$ cat src/rtl/float_acc_pkg.sv
// float_acc_pkg: shared types and constants for the sequential float accumulator.
package float_acc_pkg;

    localparam int unsigned EXP_W  = 8;
    localparam int unsigned FRAC_W = 23;
    localparam int unsigned DP_W   = 28;

    localparam int unsigned EXP_BIAS = 127;
    localparam logic [7:0]  EXP_MAX  = 8'hFF;

    localparam logic [31:0] QNAN    = 32'h7FC0_0000;
    localparam logic [31:0] POS_INF = 32'h7F80_0000;

    typedef enum logic [2:0] {
        ST_IDLE  = 3'd0,
        ST_ALIGN = 3'd1,
        ST_ADD   = 3'd2,
        ST_NORM  = 3'd3,
        ST_ROUND = 3'd4,
        ST_DONE  = 3'd5
    } state_e;

    // Zero and subnormal inputs become a signed zero.
    function automatic logic [31:0] flush_subnormal(input logic [31:0] f);
        if (f[30:23] == '0) begin
            return {f[31], 31'd0};
        end
        return f;
    endfunction

endpackage

$ cat src/rtl/float_acc_seq_lzc.sv
// float_lzc: combinational 28-bit leading-zero counter (all-zero input gives 28).
module float_lzc (
    input  logic [27:0] val,
    output logic [4:0]  cnt
);

    logic found;

    // Scan from the MSB; the first set bit fixes the count.
    always_comb begin
        cnt   = 5'd28;
        found = 1'b0;
        for (int unsigned i = 0; i < 28; i++) begin
            if (!found && val[27 - i]) begin
                cnt   = 5'(i);
                found = 1'b1;
            end
        end
    end

endmodule

$ cat src/rtl/float_acc_seq.sv
// float_acc_seq: multi-cycle IEEE-754 single accumulator over TERMS products.
// Optional feature: define FLOAT_ACC_RNE_EN for round-to-nearest-even,
// otherwise results are truncated toward zero.
import float_acc_pkg::*;

module float_acc_seq #(
    parameter int unsigned TERMS = 9
) (
    input  logic        clk,
    input  logic        reset,
    input  logic        in_valid,
    output logic        in_ready,
    input  logic [31:0] in_data,
    output logic        out_valid,
    input  logic        out_ready,
    output logic [31:0] out_data
);

    localparam logic [7:0] TERMS_C = 8'(TERMS);

    state_e            state_q, state_d;
    logic [31:0]       acc_q, acc_d;
    logic [7:0]        count_q, count_d;
    logic [31:0]       opb_q, opb_d;
    logic              special_q, special_d;
    logic [31:0]       spec_res_q, spec_res_d;
    logic              sign_q, sign_d;
    logic              eff_sub_q, eff_sub_d;
    logic [EXP_W:0]    exp_q, exp_d;
    logic [DP_W-2:0]   ma_q, ma_d;
    logic [DP_W-2:0]   mb_q, mb_d;
    logic [DP_W-1:0]   sum_q, sum_d;
    logic [DP_W-2:0]   nmant_q, nmant_d;
    logic              nzero_q, nzero_d;

    logic [31:0]       op_x, op_y, op_a, op_b;
    logic              x_nan, y_nan, x_inf, y_inf, swap;
    logic [7:0]        exp_diff;
    logic [4:0]        sh_amt;
    logic [DP_W-2:0]   ext_b, sh_mask, al_b;
    logic [4:0]        lz_cnt, norm_sh;
    logic              norm_under;
    logic              rnd_inc;
    logic              unused_grs;
    logic [24:0]       rnd_mant;
    logic [EXP_W:0]    rnd_exp;
    logic [31:0]       rnd_res;

    float_lzc u_lzc (
        .val (sum_q),
        .cnt (lz_cnt)
    );

    assign in_ready  = (state_q == ST_IDLE);
    assign out_valid = (state_q == ST_DONE);
    assign out_data  = acc_q;

    // Operand classification, magnitude swap and sticky-preserving alignment.
    always_comb begin
        op_x     = acc_q;
        op_y     = opb_q;
        x_nan    = (op_x[30:23] == EXP_MAX) && (op_x[22:0] != '0);
        y_nan    = (op_y[30:23] == EXP_MAX) && (op_y[22:0] != '0);
        x_inf    = (op_x[30:23] == EXP_MAX) && (op_x[22:0] == '0);
        y_inf    = (op_y[30:23] == EXP_MAX) && (op_y[22:0] == '0);
        swap     = (op_y[30:0] > op_x[30:0]);
        op_a     = swap ? op_y : op_x;
        op_b     = swap ? op_x : op_y;
        exp_diff = op_a[30:23] - op_b[30:23];
        sh_amt   = (exp_diff > 8'd27) ? 5'd27 : exp_diff[4:0];
        ext_b    = {(op_b[30:23] != '0), op_b[22:0], 3'b000};
        // A 27-bit shift of 1 wraps to 0, so a cap of 27 yields an all-ones mask.
        sh_mask  = (27'd1 << sh_amt) - 27'd1;
        al_b     = (ext_b >> sh_amt) | {26'd0, |(ext_b & sh_mask)};
    end

    // Normalize shift amount and underflow check, then rounding of the NORM result.
    always_comb begin
        norm_sh    = lz_cnt - 5'd1;
        norm_under = ({4'd0, norm_sh} >= exp_q);
`ifdef FLOAT_ACC_RNE_EN
        rnd_inc    = nmant_q[2] & (nmant_q[1] | nmant_q[0] | nmant_q[3]);
        unused_grs = 1'b0;
`else
        rnd_inc    = 1'b0;
        unused_grs = ^nmant_q[2:0];
`endif
        rnd_mant = {1'b0, nmant_q[26:3]} + {24'd0, rnd_inc};
        rnd_exp  = exp_q + {8'd0, rnd_mant[24]};
        if (special_q) begin
            rnd_res = spec_res_q;
        end else if (nzero_q) begin
            rnd_res = '0;
        end else if (rnd_exp >= 9'd255) begin
            rnd_res = {sign_q, POS_INF[30:0]};
        end else begin
            // On mantissa carry the fraction bits are already zero.
            rnd_res = {sign_q, rnd_exp[7:0], rnd_mant[22:0]};
        end
    end

    // FSM next-state and register updates.
    // Specials still walk ADD and NORM so every term has the same latency.
    always_comb begin
        state_d    = state_q;
        acc_d      = acc_q;
        count_d    = count_q;
        opb_d      = opb_q;
        special_d  = special_q;
        spec_res_d = spec_res_q;
        sign_d     = sign_q;
        eff_sub_d  = eff_sub_q;
        exp_d      = exp_q;
        ma_d       = ma_q;
        mb_d       = mb_q;
        sum_d      = sum_q;
        nmant_d    = nmant_q;
        nzero_d    = nzero_q;
        unique case (state_q)
            ST_IDLE: begin
                if (in_valid) begin
                    if (count_q == '0) begin
                        acc_d   = flush_subnormal(in_data);
                        count_d = 8'd1;
                        if (TERMS_C == 8'd1) begin
                            state_d = ST_DONE;
                        end
                    end else begin
                        opb_d   = flush_subnormal(in_data);
                        state_d = ST_ALIGN;
                    end
                end
            end
            ST_ALIGN: begin
                special_d  = 1'b1;
                spec_res_d = QNAN;
                if (x_nan || y_nan) begin
                    spec_res_d = QNAN;
                end else if (x_inf && y_inf && (op_x[31] != op_y[31])) begin
                    spec_res_d = QNAN;
                end else if (x_inf) begin
                    spec_res_d = op_x;
                end else if (y_inf) begin
                    spec_res_d = op_y;
                end else begin
                    special_d = 1'b0;
                end
                sign_d    = op_a[31];
                eff_sub_d = op_a[31] ^ op_b[31];
                exp_d     = {1'b0, op_a[30:23]};
                ma_d      = {(op_a[30:23] != '0), op_a[22:0], 3'b000};
                mb_d      = al_b;
                state_d   = ST_ADD;
            end
            ST_ADD: begin
                sum_d   = eff_sub_q ? ({1'b0, ma_q} - {1'b0, mb_q})
                                    : ({1'b0, ma_q} + {1'b0, mb_q});
                state_d = ST_NORM;
            end
            ST_NORM: begin
                nzero_d = 1'b0;
                if (sum_q[27]) begin
                    nmant_d = {sum_q[27:2], |sum_q[1:0]};
                    exp_d   = exp_q + 9'd1;
                end else if ((sum_q == '0) || norm_under) begin
                    nzero_d = 1'b1;
                end else begin
                    nmant_d = sum_q[26:0] << norm_sh;
                    exp_d   = exp_q - {4'd0, norm_sh};
                end
                state_d = ST_ROUND;
            end
            ST_ROUND: begin
                acc_d   = rnd_res;
                count_d = count_q + 8'd1;
                state_d = (count_d == TERMS_C) ? ST_DONE : ST_IDLE;
            end
            ST_DONE: begin
                if (out_ready) begin
                    acc_d   = '0;
                    count_d = '0;
                    state_d = ST_IDLE;
                end
            end
            default: state_d = ST_IDLE;
        endcase
    end

    // State and datapath registers with asynchronous reset.
    always_ff @(posedge clk or posedge reset) begin
        if (reset) begin
            state_q    <= ST_IDLE;
            acc_q      <= '0;
            count_q    <= '0;
            opb_q      <= '0;
            special_q  <= 1'b0;
            spec_res_q <= '0;
            sign_q     <= 1'b0;
            eff_sub_q  <= 1'b0;
            exp_q      <= '0;
            ma_q       <= '0;
            mb_q       <= '0;
            sum_q      <= '0;
            nmant_q    <= '0;
            nzero_q    <= 1'b0;
        end else begin
            state_q    <= state_d;
            acc_q      <= acc_d;
            count_q    <= count_d;
            opb_q      <= opb_d;
            special_q  <= special_d;
            spec_res_q <= spec_res_d;
            sign_q     <= sign_d;
            eff_sub_q  <= eff_sub_d;
            exp_q      <= exp_d;
            ma_q       <= ma_d;
            mb_q       <= mb_d;
            sum_q      <= sum_d;
            nmant_q    <= nmant_d;
            nzero_q    <= nzero_d;
        end
    end

endmodule

$ cat config.mk
export PLATFORM = sky130hd
export DESIGN_NAME = float_acc_seq
export DESIGN_NICKNAME = d
export VERILOG_FILES = /design/src/rtl/float_acc_pkg.sv /design/src/rtl/float_acc_seq_lzc.sv /design/src/rtl/float_acc_seq.sv
export SDC_FILE = /design/constraint.sdc
export NUM_CORES = 1
export LEC_CHECK = 0
export CAP_MARGIN = 20
export CORE_UTILIZATION = 63
export DETAILED_ROUTE_END_ITERATION = 7
export GPL_ROUTABILITY_DRIVEN = 1
export GPL_TIMING_DRIVEN = 0
export PLACE_DENSITY = 0.81
export SLEW_MARGIN = 20
export SYNTH_ARGS = -nofsm -noshare
export SYNTH_HDL_FRONTEND = slang
export SYNTH_SLANG_ARGS = --single-unit
$ cat constraint.sdc
create_clock -name clk -period 8.65 [get_ports clk]
set_input_delay 0.865 -clock clk [delete_from_list [all_inputs] [get_ports clk]]
set_output_delay 0.865 -clock clk [all_outputs]
set_load 0.03 [all_outputs]
; Yosys cells after proc, flatten, opt, wreduce, memory -nomap -nowiden
; Cells that the tools add are included.
[totals]
reg_bits = 225
latchBits = 0
ram_bits = 0
rom_bits = 0
inputBits = 36
output_inout_bits = 34
word_cells = 229
n_memories = 0
[op_classes]
n_addsub = 8
multipliers = 0
div_mod_pow = 0
magnitude_cmp = 4
eq_ne = 15
shifts = 3
n_mux = 100
bitwise_logic = 4
reduce_logical = 81
[ops]
columns = cell, count
row1 = two-way mux 32 bit, 14
row2 = two-way mux 5 bit, 29
row3 = case mux 32 bit (3 select lines), 1
row4 = two-way mux 26 bit, 2
row5 = zero test 23 bit, 2
row6 = nonzero test 23 bit, 2
row7 = two-way mux 1 bit, 40
row8 = logical AND 1 bit, 33
row9 = > comparator 31 bit, 1
row10 = two-way mux 31 bit, 1
row11 = adder 27 x 27 -> 28 bit, 1
row12 = zero test 28 bit, 1
row13 = two-way mux 28 bit, 1
row14 = subtractor 27 x 27 -> 28 bit, 1
row15 = bitwise AND 27 bit, 1
row16 = zero test 1 bit, 27
row17 = bitwise OR 27 x 1 -> 27 bit, 1
row18 = OR reduction 27 bit, 1
row19 = "left shift 1 x 5 -> 27 bit, first input constant", 1
row20 = left shift 27 x 5 -> 26 bit, 1
row21 = >> shifter 27 x 5 -> 27 bit, 1
row22 = "subtractor 27 x 1 -> 27 bit, second input constant", 1
row23 = two-way mux 8 bit, 3
row24 = case mux 8 bit (3 select lines), 1
row25 = other kinds (33), 48

; Longest topological paths before layout
; Gate-level depths: netlist (run 1).
[depth]
ltp_word = 88
ltp_mapped = 29

; Modules after synthesis
; A second synthesis (run 1) with hierarchy kept.
[unflattened]
cells_unflattened = 2177
hier_area_um2 = 17211.5
[modules_own_cells]
columns = mod, instances, cells_each, area_each_um2
row1 = float_acc_seq, 1, 2125, 16876.2
row2 = float_lzc, 1, 52, 335.3

; Worst setup path after synthesis (run 1)
; Ideal clock, no wire load.
[synth_timing]
path_type = register to register
from = register acc_q[29], in the netlist out_data[29]
to = register mb_q[1]
setup_time_ps = 145
t_arrival_ps = 6316
slack_ps = 2189
stages_incl_launch_ff = 28
synth_period_minus_slack_ps = 6461
path_cell_list = dfrtp_1 > inv_1 > ha_1 > buf_2 > a21oi_2 > a21boi_1 > a311oi_4 > a21boi_4 > a21boi_2 > nand2_2 > clkbuf_1 > clkbuf_1 > clkbuf_1 > mux2_2 > ha_1 > inv_1 > and3_1 > o211ai_1 > o2111a_1 > and3_1 > clkbuf_1 > nor2_1 > a2111oi_4 > buf_6 > mux2i_1 > nor2_1 > a2111oi_1 > a32oi_1
[synth_between]
elab_chain_cells = 7
[synth_lines]
columns = element, line_no
row1 = "start, declared", float_acc_seq.sv:22  ; logic [31:0] acc_q, acc_d;
row2 = "start signal, assigned", float_acc_seq.sv:193  ; acc_q <= '0;
row3 = "start signal, assigned", float_acc_seq.sv:208  ; acc_q <= acc_d;
row4 = > comparator 31 bit, float_acc_seq.sv:66  ; swap = (op_y[30:0] > op_x[30:0]);
row5 = "two-way mux 32 bit, on equally long branches", "float_acc_seq.sv:67, float_acc_seq.sv:68"
row6 = subtractor 8 bit, float_acc_seq.sv:69  ; exp_diff = op_a[30:23] - op_b[30:23];
row7 = > comparator 8 x 5 -> 1 bit, float_acc_seq.sv:70  ; sh_amt = (exp_diff > 8'd27) ? 5'd27 : exp_diff[4:0];
row8 = two-way mux 5 bit, float_acc_seq.sv:70
row9 = >> shifter 27 x 5 -> 27 bit *, float_acc_seq.sv:74  ; al_b = (ext_b >> sh_amt) | {26'd0, |(ext_b & sh_mask)};
row10 = bitwise OR 27 x 1 -> 27 bit *, float_acc_seq.sv:74
row11 = "end signal, assigned", float_acc_seq.sv:217  ; mb_q <= mb_d;
row12 = "end, declared", float_acc_seq.sv:31  ; logic [DP_W-2:0] mb_q, mb_d;
; Every way passes the cells marked *; elsewhere a longest branch is shown, timed or not.
; A chain may end at the register's enable or synchronous reset.

; Worst setup path after layout (run 1)
[layout_timing]
from = register acc_q[26], in the netlist out_data[26]
to = register mb_q[6]
; Same word-level chain as after synthesis.

==> results of run 1 <==
==> flip-flops by register name, summed over array words and instances, names as in the netlist <==
signal / count
state_q: 3
ma_q: 24
count_q: 8
nmant_q: 23
eff_sub_q: 1
mb_q: 27
nzero_q: 1
spec_res_q: 32
exp_q: 9
special_q: 1
sum_q: 28
sign_q: 1
out_data: 32
op_y: 32
==> cell families after synthesis <==
| kind of cell | share of synthesized area (%) |
|---|---|
| simple gates | 19.1 |
| compound gates | 26.0 |
| fa+ha+maj | 7.04 |
| flops | 32.8 |
| xor+xnor | 2.17 |
| buf+inv | 5.66 |
| mux | 7.26 |
==> metal layers <==
metal,up-vias,track usage [%],share of wire [%]
met5,-,0,0
met3,353,12.0,13
li1,7846,-,-
met2,1449,69.4,43
met4,0,29.8,7.6
met1,8664,59.5,36
==> layout by cell type (no fill, tap or decap), types with 10 or more instances in the layout <==
cell             instances
nand2_1                296
xor2_1                  14
xnor2_1                 27
a22o_1                  25
a21o_1                  13
a31oi_1                 46
mux2_2                  16
mux2i_1                 98
and3_1                  10
nor4_1                  25
inv_1                  112
o21bai_1                12
o211ai_1                17
o22ai_1                 22
a21oi_1                167
dfrtp_1                222
nand4_1                 20
o31ai_1                 14
a22oi_1                 12
nand3_1                 50
a211oi_1                13
nor3_1                  44
o21ai_0                172
clkbuf_1               104
ha_1                    92
o21a_1                  10
buf_2                   14
nand2b_1                23
a221oi_1                43
clkdlybuf4s50_1         69
clkbuf_16               24
and2_1                  29
nor2_1                 170
==> Yosys cell counts (22+ instances only) <==
cell type,instances,area (um^2)
ha_1,92,1150
a22o_1,25,219
nand3_1,50,250
nand2b_1,23,144
a31oi_1,46,288
a21oi_1,167,836
nor3_1,45,225
o21ai_0,172,861
dfrtp_1,222,5560
nand2_1,296,1110
inv_1,113,424
nor2_1,170,638
o22ai_1,22,138
nor4_1,27,169
and2_1,29,181
mux2i_1,98,981
a221oi_1,43,377
xnor2_1,28,245
clkbuf_1,104,390
==> stage by stage <==
step	worst slack (ns)	utilization [%]	TNS [ns]	hold slack [ns]	cells
after floorplan	1.71	-	0	0.435	2110
after global placement	-0.838	68.8	-181.79	0.449	2514
after detailed placement	0.509	69.1	0	0.452	2517
after CTS	0.405	72.1	0	0.474	2558
after global routing	0.193	72.1	0	0.491	2559
final	0.494	72.1	0	0.479	2559
==> layout make-up <==
class	count	area (um^2)	area share, %
antenna	1	2.50	0.0132
buffer	130	533	2.82
sequential	222	5560	29.4
timing repair buffer	72	751	3.97
clock inverter	11	104	0.550
tap	335	419	2.22
inverter	114	435	2.30
clock buffer	30	663	3.51
multi-input combinational	1644	10400	55.2
==> worst paths after layout <==
check / from / end / slack [ns] / cells past startpoint
worst max register to register: out_data[26] / mb_q[6] / 0.49 / 27
max in group asynchronous: reset / out_data[4] / 6.72 / 4
worst max-delay path: out_data[26] / mb_q[6] / 0.49 / 27
min in group asynchronous: reset / exp_q[4] / 0.63 / 2
worst min register to register: spec_res_q[23] / spec_res_q[23] / 0.48 / 1
worst min-delay path: spec_res_q[23] / spec_res_q[23] / 0.48 / 1
==> impl_metrics.py, run 1 <==
metrics = {
    "status": {
        "status": "finished clean",
    },
    "clock_tree": {
        "hold_buffers": 0,
        "insertion_delay_ns": 0.55,
        "numClockSinks": 222,
        "numCtsBuffers": 24,
        "clock_path_buffers": 3,
        "cts_tree": "yes",
        "htreeDepth": 1,
        "root_buffer": "clkbuf_16",
        "ctsResizeCount": 0,
        "clk_pin_slew_worst_paths_ns": 0.07,
        "cts_setup_buffers": 0,
    },
    "timing": {
        "tightest_slew_ns": 1.10,
        "fin_crit_ns": 8.16,
        "period_share_pct": 94.3,
        "timing.fmax_mhz": 123,
        "slew_headroom_pct": 26.3,
        "rsz0062_at_grt": "false",
        "drv_slew": 0,
        "hold_viol": 0,
        "setup_viol": 0,
        "finalClockSkew_ns": 0.0305,
    },
    "floorplan": {
        "fp.dieArea_um2": 27500,
        "num_rows": 59,
        "initial_core_util_pct": 64.6,
        "io_pins": 70,
        "die_h_um": 166,
        "core_area_um2": 26200,
        "fp.dieW_um": 166,
    },
    "synthesis": {
        "synth_edf_count": 0,
        "ys_warn_count": 0,
        "syn-num-nets": 2240,
        "syn-instance-count": 2110,
        "synth_cell_type_count": 90,
        "ys_seq_area_share_pct": 32.8,
        "mappedNetlistArea_um2": 16900,
        "synth_flop_cell": "dfrtp_1",
        "postSynthAreaPerCell_um2": 8.02,
        "async_flop_share_pct": 100,
        "synth_seq_cells": 222,
    },
    "place": {
        "gp_congestion": 1.10,
        "io_buffers": 69,
        "placed_cell_area_um2": 18100,
        "dp_hpwl_um": 48300,
    },
    "cells_and_area": {
        "fillers": 2061,
        "final_area_um2": 18900,
        "drive_gt1_share_pct": 5.04,
        "areaGrowthSynthToFinish_pct": 11.7,
        "nNetsFinal": 2338,
    },
    "routing": {
        "first_pass_iters": 8,
        "vias": 18312,
        "wl_um": 64200,
        "route.antenna.remaining_nets": 0,
        "wire_per_inst_um": 25.1,
        "drt-initial-drc-count": 2490,
        "drc": 0,
        "avgViaCountPerCell": 7.16,
    },
    "global_routing": {
        "overflow": 0,
        "grt_max_degree": 113,
        "grt_pass1_vias": 17488,
        "grt_first_pass_wirelength_um": 99300,
        "grt_usage_pct": 46.3,
        "antenna_found_initial": 1,
    },
    "setup_path": {
        "cp_data_required_time_ns": 9.03,
        "crit_buf_inv": 7,
        "critical-path-max-stage-delay_ns": 0.70,
        "worstPathArrival_ns": 8.54,
        "cp_top_family": "compound AO/OA/AOI/OAI gates",
        "end_kind": "register",
        "startpoint_type": "register",
        "path_max_fanout": 10,
        "crit_path_top_delay_cell": "a221oi_1",
        "worstSetupPathType": "reg2reg",
    },
    "flow_run": {
        "max_cap_violations": 0,
    },
    "hold_path": {
        "hold_path_class": "reg2reg",
    },
}
Power of run 1 is left out: the tool's default activity adds up to more than one toggle a clock period on the data nets, which glitch-free logic cannot reach.
==> inputs of run 2 (changes only) <==
CORE_MARGIN = 5   (was not set)
==> impl_metrics.py, run 2 (same netlist as run 1, synthesis figures left out) <==
metrics = {
    "timing": {
        "tightest_slew_ns": 1.25,
        "finalClockSkew_ns": 0.0289,
        "hold_viol": 0,
        "timing.fmax_mhz": 121,
        "slew_headroom_pct": 16.3,
        "holdWs_ns": 0.474,
        "drv_slew": 0,
        "period_share_pct": 95.5,
        "rsz0062_at_grt": "false",
        "setup_slack_ns": 0.391,
        "setup_viol": 0,
        "fin_crit_ns": 8.26,
    },
    "clock_tree": {
        "numClockSinks": 222,
        "numCtsBuffers": 24,
        "clock_path_buffers": 3,
        "htreeDepth": 1,
        "cts_tree": "yes",
        "clk_pin_slew_worst_paths_ns": 0.06,
        "hold_buffers": 0,
        "insertion_delay_ns": 0.54,
        "root_buffer": "clkbuf_16",
    },
    "cells_and_area": {
        "drive_gt1_share_pct": 5.11,
        "post-route-util_pct": 70.9,
        "areaGrowthSynthToFinish_pct": 12.0,
        "nNetsFinal": 2341,
        "final_cell_mix": "nand2_1 (296), dfrtp_1 (222), o21ai_0 (172)",
        "final_area_um2": 19000,
        "antenna_cells": 0,
        "final_common_cell": "nand2_1",
    },
    "floorplan": {
        "fp.dieArea_um2": 30200,
        "core_area_um2": 26700,
        "num_rows": 60,
        "initial_core_util_pct": 63.3,
        "die_h_um": 174,
        "fp.dieW_um": 174,
        "io_pins": 70,
    },
    "setup_path": {
        "crit_path_top_delay_cell": "a221oi_1",
        "startpoint_type": "register",
        "crit_top_cell": "clkbuf_1",
        "worstPathArrival_ns": 8.64,
        "path_max_fanout": 10,
        "end_kind": "register",
        "cp_data_required_time_ns": 9.03,
        "critical-path-max-stage-delay_ns": 0.73,
        "worstSetupPathType": "reg2reg",
    },
    "place": {
        "dp_hpwl_um": 48800,
        "gp_congestion": 1.05,
        "placed_cell_area_um2": 18100,
        "place_worst_setup_slack_ns": 0.433,
        "io_buffers": 69,
    },
    "global_routing": {
        "grt_pass1_vias": 17239,
        "antenna_found_initial": 0,
        "overflow": 0,
        "grt_max_degree": 81,
        "grt_first_pass_wirelength_um": 99300,
        "grt_usage_pct": 41.3,
    },
    "routing": {
        "wire_per_inst_um": 25.0,
        "drc": 0,
        "first_pass_iters": 6,
        "wl_um": 64300,
        "vias": 18138,
        "avgViaCountPerCell": 7.06,
        "drt-initial-drc-count": 2552,
        "route.antenna.remaining_nets": 0,
    },
    "hold_path": {
        "hold_path_class": "reg2reg",
    },
    "status": {
        "status": "finished clean",
    },
    "flow_run": {
        "max_cap_violations": 0,
    },
}
run 2: cell types whose count changed in the layout (fill, tap and decap cells not counted), sizes merged:
cell      change
clkinvlp      +1
clkbuf        +5
diode         -1
clkinv        -3
buf           +3
run 2: final cells by class:
cell class | count | area [um^2]
plain buffers | 130 | 532
well taps | 341 | 427
multi-input cells | 1644 | 10400
flip-flops and latches | 222 | 5560
inverters | 114 | 435
clock buffers | 35 | 702
fillers | 2063 | 7770
clock inverters | 9 | 96.3
repair buffers | 75 | 776
run 2: repair_timing:
item                                    CTS  global route
endpoints found under the setup margin    0            11
gates resized for setup                   0             2
endpoints found under the hold margin     0             0
buffers inserted                          0             3
run 2: metal layers:
metal | GRT usage, % | up-vias | share of wire, % | wire length [um]
li1 | - | 7847 | - | -
met2 | 61.9 | 1380 | 43 | 27500
met3 | 9.09 | 314 | 12 | 7920
met1 | 56.2 | 8597 | 38 | 24500
met5 | 0 | - | 0 | 0
met4 | 21.9 | 0 | 6.8 | 4390
run 2: final timing paths:
| kind | cells after the start | from | slack, ns | endpoint |
|---|---|---|---|---|
| setup / recovery | 28 | out_data[24] | 0.39 | mb_q[6] |
| hold / removal | 1 | spec_res_q[29] | 0.47 | spec_res_q[29] |
| setup reg to reg | 28 | out_data[24] | 0.39 | mb_q[6] |
| hold reg to reg | 1 | spec_res_q[29] | 0.47 | spec_res_q[29] |
| max in group asynchronous | 4 | reset | 6.70 | sum_q[24] |
| min in group asynchronous | 2 | reset | 0.76 | exp_q[4] |
run 2: through the flow:
step           TNS [ns]  std cells
2_1_floorplan         0       2110
3_3_place_gp    -180.21       2520
3_5_place_dp          0       2523
4_1_cts               0       2567
5_1_grt               0       2570
6_report              0       2570
run 2: worst max-delay path: cells and delay by family, from the launching register on:
| family | cells | cell delay, ns |
|---|---|---|
| and+or+nand+nor | 5 | 1.43 |
| buffers and inverters | 8 | 2.24 |
| muxes | 1 | 0.38 |
| DFF | 1 | 0.51 |
| AOI/OAI and AO/OA | 12 | 2.90 |
| adders and majority gates | 2 | 0.60 |
Power of run 2 is left out for the same reason.
